==> config.mk <==
export PLATFORM = sky130hd
export DESIGN_NAME = enemy_motion_ctrl
export DESIGN_NICKNAME = d
export VERILOG_FILES = /design/src/rtl/enemy_motion_ctrl.sv
export SDC_FILE = /design/constraint.sdc
export NUM_CORES = 1
export LEC_CHECK = 0
export ABC_AREA = 1
export ABC_CLOCK_PERIOD_IN_PS = 3700
export CORE_ASPECT_RATIO = 0.9
export CORE_MARGIN = 5
export CORE_UTILIZATION = 45
export DETAILED_ROUTE_END_ITERATION = 12
export PLACE_DENSITY = 0.66
export SLEW_MARGIN = 5
export SYNTH_ARGS = -nofsm -noshare
export SYNTH_HDL_FRONTEND = slang
export SYNTH_SLANG_ARGS = --single-unit
==> constraint.sdc <==
create_clock -name clk -period 3.7 [get_ports clk]
set_input_delay 0.74 -clock clk [delete_from_list [all_inputs] [get_ports clk]]
set_output_delay 0.74 -clock clk [all_outputs]
set_load 0.03 [all_outputs]
==> src/rtl/enemy_motion_ctrl.sv <==
// ============================================================================
// Module   : enemy_motion_ctrl
// Purpose  : Per-enemy motion sequencer for the 32x32 enemy sprite. It holds
//            the top-left position and the one-hot facing direction, steps
//            once per video frame, turns on leading-edge wall hits and runs
//            the blink-then-dead sequence after an explosion hit.
// Options  : RANDOM_TURN_EN - when defined, an 8-bit LFSR picks clockwise,
//            counter-clockwise or reverse on each turn. When undefined, turns
//            are clockwise only.
// Revision : 1.0 - initial release
// ============================================================================
`default_nettype none

module enemy_motion_ctrl #(
  parameter logic [10:0] INIT_X       = 11'd64,
  parameter logic [10:0] INIT_Y       = 11'd64,
  parameter logic [3:0]  INIT_DIR     = 4'b1000,
  parameter logic [3:0]  SPEED        = 4'd1,
  parameter logic [10:0] X_MAX        = 11'd607,
  parameter logic [10:0] Y_MAX        = 11'd447,
  parameter logic [3:0]  TURN_FRAMES  = 4'd4,
  parameter logic [5:0]  DEATH_FRAMES = 6'd32
) (
  input  logic        clk,
  input  logic        resetN,
  input  logic        startOfFrame,
  input  logic        enable,
  input  logic        collision,
  input  logic [3:0]  HitEdgeCode,
  input  logic        explosionHit,
  output logic [10:0] topLeftX,
  output logic [10:0] topLeftY,
  output logic [3:0]  direction,
  output logic        visible,
  output logic        alive
);

  // One-hot direction codes, identical to the HitEdgeCode encoding.
  localparam logic [3:0] DIR_LEFT   = 4'b1000;
  localparam logic [3:0] DIR_TOP    = 4'b0100;
  localparam logic [3:0] DIR_RIGHT  = 4'b0010;
  localparam logic [3:0] DIR_BOTTOM = 4'b0001;

  localparam logic signed [11:0] X_MAX_S = {1'b0, X_MAX};
  localparam logic signed [11:0] Y_MAX_S = {1'b0, Y_MAX};
  localparam logic signed [11:0] SPEED_S = {8'd0, SPEED};

  typedef enum logic [1:0] {
    S_MOVE  = 2'd0,
    S_TURN  = 2'd1,
    S_DYING = 2'd2,
    S_DEAD  = 2'd3
  } state_t;

  state_t      state_q, state_d;
  logic [10:0] x_q, x_d, y_q, y_d;
  logic [10:0] prev_x_q, prev_x_d, prev_y_q, prev_y_d;
  logic [3:0]  dir_q, dir_d;
  logic [3:0]  turn_cnt_q, turn_cnt_d;
  logic [5:0]  death_cnt_q, death_cnt_d;
  logic        wall_q, wall_d;
  logic        boom_q, boom_d;
  logic        visible_q, visible_d;
  logic        alive_q, alive_d;

  logic        w_step;
  logic        w_wall_evt;
  logic [3:0]  w_dir_cur;
  logic [3:0]  w_dir_turn;
  logic signed [11:0] w_nx, w_ny;
  logic [10:0] w_mx, w_my;
  logic        w_clamp;
  logic [3:0]  w_turn_next;
  logic [5:0]  w_death_next;

  assign w_step     = startOfFrame & enable;
  // Only a hit on the edge we are walking into counts as a wall.
  assign w_wall_evt = collision & (|(HitEdgeCode & dir_q));

  // Sanitise the direction: any non-one-hot value falls back to INIT_DIR.
  always_comb begin
    w_dir_cur = INIT_DIR;
    case (dir_q)
      DIR_LEFT, DIR_TOP, DIR_RIGHT, DIR_BOTTOM: w_dir_cur = dir_q;
      default:                                  w_dir_cur = INIT_DIR;
    endcase
  end

`ifdef RANDOM_TURN_EN
  logic [7:0] lfsr_q;

  // Free-running LFSR, taps for x^8+x^6+x^5+x^4+1.
  always_ff @(posedge clk or negedge resetN) begin
    if (!resetN) lfsr_q <= 8'hA5;
    else         lfsr_q <= {lfsr_q[6:0], lfsr_q[7] ^ lfsr_q[5] ^ lfsr_q[4] ^ lfsr_q[3]};
  end

  // Pick the new heading; every option differs from the old one-hot value.
  always_comb begin
    w_dir_turn = {w_dir_cur[1:0], w_dir_cur[3:2]};
    case (lfsr_q[1:0])
      2'd0:    w_dir_turn = {w_dir_cur[0], w_dir_cur[3:1]};
      2'd1:    w_dir_turn = {w_dir_cur[2:0], w_dir_cur[3]};
      default: w_dir_turn = {w_dir_cur[1:0], w_dir_cur[3:2]};
    endcase
  end
`else
  // Clockwise: LEFT -> TOP -> RIGHT -> BOTTOM -> LEFT is a right rotate.
  always_comb begin
    w_dir_turn = {w_dir_cur[0], w_dir_cur[3:1]};
  end
`endif

  // Candidate move in 12-bit signed, clamped to the legal play area.
  always_comb begin
    w_nx    = {1'b0, x_q};
    w_ny    = {1'b0, y_q};
    w_clamp = 1'b0;
    case (w_dir_cur)
      DIR_LEFT:   w_nx = w_nx - SPEED_S;
      DIR_RIGHT:  w_nx = w_nx + SPEED_S;
      DIR_TOP:    w_ny = w_ny - SPEED_S;
      DIR_BOTTOM: w_ny = w_ny + SPEED_S;
      default:    w_nx = {1'b0, x_q};
    endcase
    w_mx = w_nx[10:0];
    w_my = w_ny[10:0];
    if (w_nx < 12'sd0) begin
      w_mx    = 11'd0;
      w_clamp = 1'b1;
    end else if (w_nx > X_MAX_S) begin
      w_mx    = X_MAX;
      w_clamp = 1'b1;
    end
    if (w_ny < 12'sd0) begin
      w_my    = 11'd0;
      w_clamp = 1'b1;
    end else if (w_ny > Y_MAX_S) begin
      w_my    = Y_MAX;
      w_clamp = 1'b1;
    end
  end

  assign w_turn_next  = turn_cnt_q + 4'd1;
  assign w_death_next = death_cnt_q + 6'd1;

  // Next-state logic: event latching every cycle, motion on frame steps.
  always_comb begin
    state_d     = state_q;
    x_d         = x_q;
    y_d         = y_q;
    prev_x_d    = prev_x_q;
    prev_y_d    = prev_y_q;
    dir_d       = dir_q;
    turn_cnt_d  = turn_cnt_q;
    death_cnt_d = death_cnt_q;
    visible_d   = visible_q;
    alive_d     = alive_q;
    wall_d      = wall_q | w_wall_evt;
    boom_d      = boom_q | explosionHit;

    if (w_step) begin
      // Latches are consumed; an event arriving this cycle is kept.
      wall_d = w_wall_evt;
      boom_d = explosionHit;
      dir_d  = w_dir_cur;
      case (state_q)
        S_MOVE: begin
          if (boom_q) begin
            state_d     = S_DYING;
            alive_d     = 1'b0;
            visible_d   = 1'b1;
            death_cnt_d = 6'd0;
          end else if (wall_q) begin
            x_d        = prev_x_q;
            y_d        = prev_y_q;
            dir_d      = w_dir_turn;
            turn_cnt_d = 4'd0;
            state_d    = S_TURN;
          end else begin
            prev_x_d = x_q;
            prev_y_d = y_q;
            x_d      = w_mx;
            y_d      = w_my;
            if (w_clamp) wall_d = 1'b1;
          end
        end
        S_TURN: begin
          if (boom_q) begin
            state_d     = S_DYING;
            alive_d     = 1'b0;
            visible_d   = 1'b1;
            death_cnt_d = 6'd0;
          end else begin
            turn_cnt_d = w_turn_next;
            if (w_turn_next >= TURN_FRAMES - 4'd1) state_d = S_MOVE;
          end
        end
        S_DYING: begin
          if (death_cnt_q == DEATH_FRAMES - 6'd1) begin
            state_d   = S_DEAD;
            visible_d = 1'b0;
          end else begin
            death_cnt_d = w_death_next;
            visible_d   = ~w_death_next[2];
          end
        end
        default: begin
          visible_d = 1'b0;
          alive_d   = 1'b0;
        end
      endcase
    end

    // A dead enemy no longer reacts to anything.
    if (state_q == S_DEAD) begin
      wall_d = 1'b0;
      boom_d = 1'b0;
    end
  end

  // State and datapath registers with asynchronous active-low reset.
  always_ff @(posedge clk or negedge resetN) begin
    if (!resetN) begin
      state_q     <= S_MOVE;
      x_q         <= INIT_X;
      y_q         <= INIT_Y;
      prev_x_q    <= INIT_X;
      prev_y_q    <= INIT_Y;
      dir_q       <= INIT_DIR;
      turn_cnt_q  <= 4'd0;
      death_cnt_q <= 6'd0;
      wall_q      <= 1'b0;
      boom_q      <= 1'b0;
      visible_q   <= 1'b1;
      alive_q     <= 1'b1;
    end else begin
      state_q     <= state_d;
      x_q         <= x_d;
      y_q         <= y_d;
      prev_x_q    <= prev_x_d;
      prev_y_q    <= prev_y_d;
      dir_q       <= dir_d;
      turn_cnt_q  <= turn_cnt_d;
      death_cnt_q <= death_cnt_d;
      wall_q      <= wall_d;
      boom_q      <= boom_d;
      visible_q   <= visible_d;
      alive_q     <= alive_d;
    end
  end

  assign topLeftX  = x_q;
  assign topLeftY  = y_q;
  assign direction = dir_q;
  assign visible   = visible_q;
  assign alive     = alive_q;

endmodule

`default_nettype wire

==> results of run 1 <==
critical path: cells and delay by family, from the launching register on:
family	cells	cell delay, ns
AND/OR/NAND/NOR	11	1.42
flip-flops	1	0.58
adder cells (fa/ha/maj)	1	0.49
buffers and inverters	2	0.39
AO/OA/AOI/OAI	2	0.30
synth_stat cells (2+ instances only):
| cell | number | area, um^2 |
|---|---|---|
| nand2_1 | 184 | 691 |
| inv_1 | 76 | 285 |
| dfrtp_1 | 57 | 1430 |
| nor2_1 | 50 | 188 |
| a21oi_1 | 43 | 215 |
| nand3_1 | 42 | 210 |
| o21ai_0 | 42 | 210 |
| ha_1 | 30 | 375 |
| nand4_1 | 11 | 68.8 |
| clkbuf_1 | 10 | 37.5 |
| a22oi_1 | 9 | 67.6 |
| dfstp_2 | 7 | 184 |
| xor2_1 | 7 | 61.3 |
| nand2_2 | 6 | 37.5 |
| a31oi_1 | 5 | 31.3 |
| nand3_2 | 5 | 50.1 |
| nor3_1 | 4 | 20.0 |
| o22ai_1 | 4 | 25.0 |
| buf_2 | 3 | 15.0 |
| inv_2 | 3 | 11.3 |
| nand2_4 | 3 | 33.8 |
| nand3b_1 | 3 | 22.5 |
| nor2_2 | 3 | 18.8 |
| a21oi_2 | 2 | 17.5 |
| a32o_1 | 2 | 20.0 |
| fa_1 | 2 | 40.0 |
| nor2_4 | 2 | 22.5 |
| nor4_1 | 2 | 12.5 |
| o21bai_1 | 2 | 15.0 |
layout make-up:
| class | count | share of cell area, % |
|---|---|---|
| sequential | 64 | 29.6 |
| inverter | 82 | 5.73 |
| clock inverter | 7 | 1.77 |
| clock buffer | 9 | 4.14 |
| timing repair buffer | 44 | 7.69 |
| tap | 129 | 2.97 |
| multi-input combinational | 480 | 48.1 |
state kept, by name, summed over array words and instances (netlist names), 2 cells and up:
| register | cells |
|---|---|
| prev_x_q | 11 |
| prev_y_q | 11 |
| topLeftX | 11 |
| topLeftY | 11 |
| death_cnt_q | 6 |
| direction | 4 |
| turn_cnt_q | 4 |
| state_q | 2 |
logic make-up after synthesis:
logic type | after synthesis | synth area share (%)
compound gates | 119 | 15.1
xor+xnor | 8 | 1.52
fa+ha+maj | 32 | 9.03
buf+inv | 96 | 8.16
flops | 64 | 35.0
simple gates | 321 | 31.2
routing by layer:
layer / vias to the layer above / share of wire [%] / wire length (um) / global-route usage (%)
met5: - / 0 / 0 / 0
met4: 0 / 0.79 / 91 / 3.77
met3: 9 / 4.0 / 463 / 3.81
met2: 79 / 47 / 5390 / 32.2
met1: 2043 / 48 / 5590 / 28.3
li1: 2183 / - / - / -
worst paths after layout:
| check | endpoint | from | depth (start not counted) |
|---|---|---|---|
| worst min register to register | prev_x_q[2] | prev_x_q[2] | 2 |
| max in group asynchronous | prev_y_q[2] | resetN | 2 |
| worst min-delay path | prev_x_q[2] | prev_x_q[2] | 2 |
| worst max-delay path | topLeftX[4] | direction[3] | 16 |
| min in group asynchronous | death_cnt_q[5] | resetN | 1 |
| worst max register to register | topLeftX[4] | direction[3] | 16 |
power groups by stage:
stage	Combinational [uW]	Clock (uW)	Sequential (uW)
finish	2370	907	1160
global route	2670	956	1200
CTS	2370	924	1160
detailed placement	2340	0	1170
global placement	2290	0	1160
floorplan	1620	0	1240
per-stage QoR:
stage               instances  util [%]  setup WS [ns]  total power [uW]
finish                    815      53.7          0.403              4440
floorplan                 640         -          0.944              2870
global route              815      53.7          0.206              4820
detailed placement        799      50.6          0.446              3510
CTS                       815      53.7          0.404              4450
global placement          799      50.6          0.544              3450
==> results_dict.tcl, run 1 <==
set metrics [dict create \
    cts_tree "done" \
    p_per_area_nw_per_um2 816 \
    p_leak_uw 0.00275 \
    timing.fmax_ghz 0.303 \
    final_hold_viol_count 0 \
    grt_max_degree 49 \
    diodes 0 \
    peakVddDrop_v 0.000511 \
    final_common_cell "nand2_1" \
    crit_arrival_ns 3.51 \
    cp-start-kind "flip-flop" \
    hold_buffers 0 \
    dieHeight_um 106 \
    wl_per_cell_um 14.1 \
    yosysSeqAreaShare_pct 35.0 \
    cap_violations 0 \
    cts_setup_buffers 0 \
    viasPerCell 5.29 \
    antenna_found_initial 0 \
    cts_buffers 9 \
    fin_nets 723 \
    post_cts_resized 0 \
    p_sw_uw 2050 \
    dieArea_um2 12300 \
    rows 35 \
    postSynthCellCount 640 \
    synth-edff-count 0 \
    max_slew_margin_pct 29.1 \
    num-fill-cells 953 \
    internal-power_uw 2390 \
    critPathCaptureType "flip-flop" \
    period_needed_ns 3.30 \
    synth_warnings 0 \
    path_clk_slew_ns 0.06 \
    setup_violations 0 \
    register_area_um2 1610 \
    final_cell_mix "nand2_1 (184), inv_1 (76), dfrtp_1 (57)" \
    cpMostUsedCell "nand3_1" \
    htreeDepth 3 \
    port_buffers 37 \
    synthArstFlopShare_pct 100 \
    grt_setup_unrepaired "no" \
    holdWs_ns 0.473 \
    core_um2 10100 \
    seqPwrFrac_pct 26.1 \
    cts_sinks 64 \
    overflow 0 \
    crit_chain "nor2_2, nand3_1, inv_1, fa_1, inv_1, nand3_1, nand3_1, nand2_1, nand2_1, nand2_1, nand3_1, nand2_2, o21bai_4, nand3_1, nand2_1, a21oi_1" \
    drt-initial-drc-count 265 \
    ys_seq_elements 64 \
    synth_ff_type "dfrtp_1" \
    ant_nets 0 \
    outcome "completed" \
    gp_congestion 0.881 \
    fp.dieW_um 117 \
    syn-num-nets 682 \
    grt_pass1_vias 4233 \
    syn-cell-area_um2 4600 \
    crit_slowest_cell "dfstp_2" \
    drt_pass1_iterations 6 \
    synth_cell_types 50 \
    synth_area_per_cell_um2 7.19 \
    tns_ns 0 \
    cts.root.buffer_cell "clkbuf_16" \
    cp_max_fo 15 \
    drive_above_1_share_pct 9.18 \
    grt_pass1_wl_um 20200 \
    fin_crit_sh_pct 89.1 \
    start_util_pct 45.5 \
    crit_type "reg2reg" \
    vias 4314 \
    max_stage_delay_ns 0.58 \
    holdCritPathClass "reg2reg" \
    p_comb_share_pct 53.5 \
    grt_use_total_pct 20.0 \
    finalWirelength_um 11500 \
    worst_pin_slew_ns 1.06 \
    insertion_delay_ns 0.33 \
    area_delta_synth_final_pct 18.2 \
    required_ns 3.91 \
    r2r_slack_ns 0.40 \
    io_pins 38 \
    clockPowerShare_pct 20.5 \
    skew_ns 0.00425 \
    placed_area_um2 5110 \
    drc 0 \
    p_sw_share_pct 46.2 \
    clk_path_buf_depth 2 \
    postLayoutCellArea_um2 5440 \
    multiInputGateArea_um2 2610 \
    place_hpwl_um 8580 \
    final_max_slew_viol_count 0 \
]
No activity file was read; power rests on OpenSTA's default activity.
==> run 2, diff against run 1 <==
Settings changed: CORE_MARGIN 5 to not set, GPL_TIMING_DRIVEN set to 1.
==> run 2 against run 1 <==
Effect of this change: non-clock buffer count down 1; count of clock-buffer cells in the layout up 2; utilization up 1.4 points; power decreased by 1.9%; final cell count shrank 0.49%; sequential share of layout area rose by 0.23 points; critical path type unchanged; critical endpoint is now wall_q.
==> results_dict.tcl, run 2 (synthesis gave the netlist of run 1 again) <==
set metrics [dict create \
    outcome "completed" \
    cts.root.buffer_cell "clkbuf_16" \
    diodes 0 \
    fin_util_pct 55.1 \
    cpMostUsedCell "nand3_1" \
    rows 34 \
    gp_congestion 0.899 \
    antenna_found_initial 0 \
    cts_tree "done" \
    cp-start-kind "flip-flop" \
    crit_arrival_ns 3.54 \
    final_hold_viol_count 0 \
    clockPowerShare_pct 19.3 \
    vias 4305 \
    period_needed_ns 3.28 \
    final_cell_mix "nand2_1 (184), inv_1 (76), dfrtp_1 (57)" \
    worst_pin_slew_ns 0.738 \
    htreeDepth 3 \
    insertion_delay_ns 0.34 \
    start_util_pct 47.0 \
    finalWirelength_um 11300 \
    cap_violations 0 \
    dieHeight_um 97.9 \
    crit_chain "nor2_2, nand3_1, inv_1, fa_1, inv_1, nand3_1, nand3_1, nand2_1, nand3b_1, nand3_1, nand2_2, nand3_1, and2_1, nand3_2, nand2_1, a21oi_2" \
    p_sw_share_pct 46.8 \
    internal-power_uw 2320 \
    wl_per_cell_um 13.9 \
    fin_crit_sh_pct 88.7 \
    skew_ns 0.00873 \
    design_power_total_uw 4350 \
    cts_buffers 9 \
    register_area_um2 1610 \
    max_slew_margin_pct 50.6 \
    crit_type "reg2reg" \
    grt_setup_unrepaired "no" \
    fp.dieW_um 109 \
    num-fill-cells 953 \
    final_common_cell "nand2_1" \
    grt_pass1_wl_um 19400 \
    critPathCaptureType "flip-flop" \
    cts_sinks 64 \
    cp_num_buf_inv 2 \
    overflow 0 \
    postLayoutCellArea_um2 5390 \
    critPathTopFamily "simple AND/OR/NAND/NOR gates" \
    crit_slowest_cell "dfstp_2" \
    setup_violations 0 \
    p_comb_share_pct 54.7 \
    p_sw_uw 2030 \
    timing.fmax_ghz 0.305 \
    drive_above_1_share_pct 8.76 \
    grt_pass1_vias 4057 \
    max_stage_delay_ns 0.56 \
    required_ns 3.96 \
    area_delta_synth_final_pct 17.3 \
    cts_setup_buffers 0 \
    final_max_slew_viol_count 0 \
    place_hpwl_um 8200 \
    ant_nets 0 \
    post_cts_resized 0 \
    viasPerCell 5.31 \
    dieArea_um2 10600 \
    core_um2 9780 \
    path_clk_slew_ns 0.06 \
    drt-initial-drc-count 317 \
    p_per_area_nw_per_um2 806 \
    placed_area_um2 5100 \
    multiInputGateArea_um2 2610 \
    clk_path_buf_depth 2 \
    seqPwrFrac_pct 26.0 \
    grt_max_degree 44 \
    holdCritPathClass "in2async" \
    grt_use_total_pct 23.4 \
    drc 0 \
    drt_pass1_iterations 5 \
    io_pins 38 \
    tns_ns 0 \
    p_leak_uw 0.00273 \
    cp_max_fo 15 \
    fin_nets 722 \
    hold_buffers 0 \
    port_buffers 37 \
    peakVddDrop_v 0.000453 \
]
-- run 2: worst paths after layout --
check	startpoint	endpoint	slack [ns]	depth (start not counted)
worst max-delay path	direction[3]	wall_q	0.42	16
max in group asynchronous	resetN	death_cnt_q[4]	2.38	2
worst max register to register	direction[3]	wall_q	0.42	16
min in group clk	prev_x_q[6]	prev_x_q[6]	0.46	2
worst min register to register	prev_x_q[6]	prev_x_q[6]	0.46	2
worst min-delay path	resetN	prev_y_q[4]	0.36	1
-- run 2: cell type report --
cell class	count	area share, %
clock buffer	11	4.31
clock inverter	5	1.07
inverter	82	5.78
multi-input combinational	480	48.5
sequential	64	29.9
tap	126	2.92
timing repair buffer	43	7.61
-- run 2: power by group through the flow --
stage / Combinational [uW] / Sequential, uW / Clock (uW)
finish: 2380 / 1130 / 839
detailed placement: 2350 / 1140 / 0
CTS: 2370 / 1130 / 861
global route: 2690 / 1160 / 893
global placement: 2320 / 1130 / 0
floorplan: 1620 / 1240 / 0
-- run 2: per-layer routing --
metal  track usage [%]  wire length, um  share of wire, %
met5                 0                0                 0
met4              6.55              145               1.3
met3              5.41              512               4.5
met2              34.9             4850                43
met1              33.7             5770                51
-- run 2: per-stage QoR --
step	setup slack [ns]	cells	hold slack (ns)
2_1_floorplan	0.944	640	0.436
3_3_place_gp	0.469	795	0.454
3_5_place_dp	0.458	795	0.457
4_1_cts	0.435	811	0.375
5_1_grt	0.155	811	0.403
6_report	0.418	811	0.365
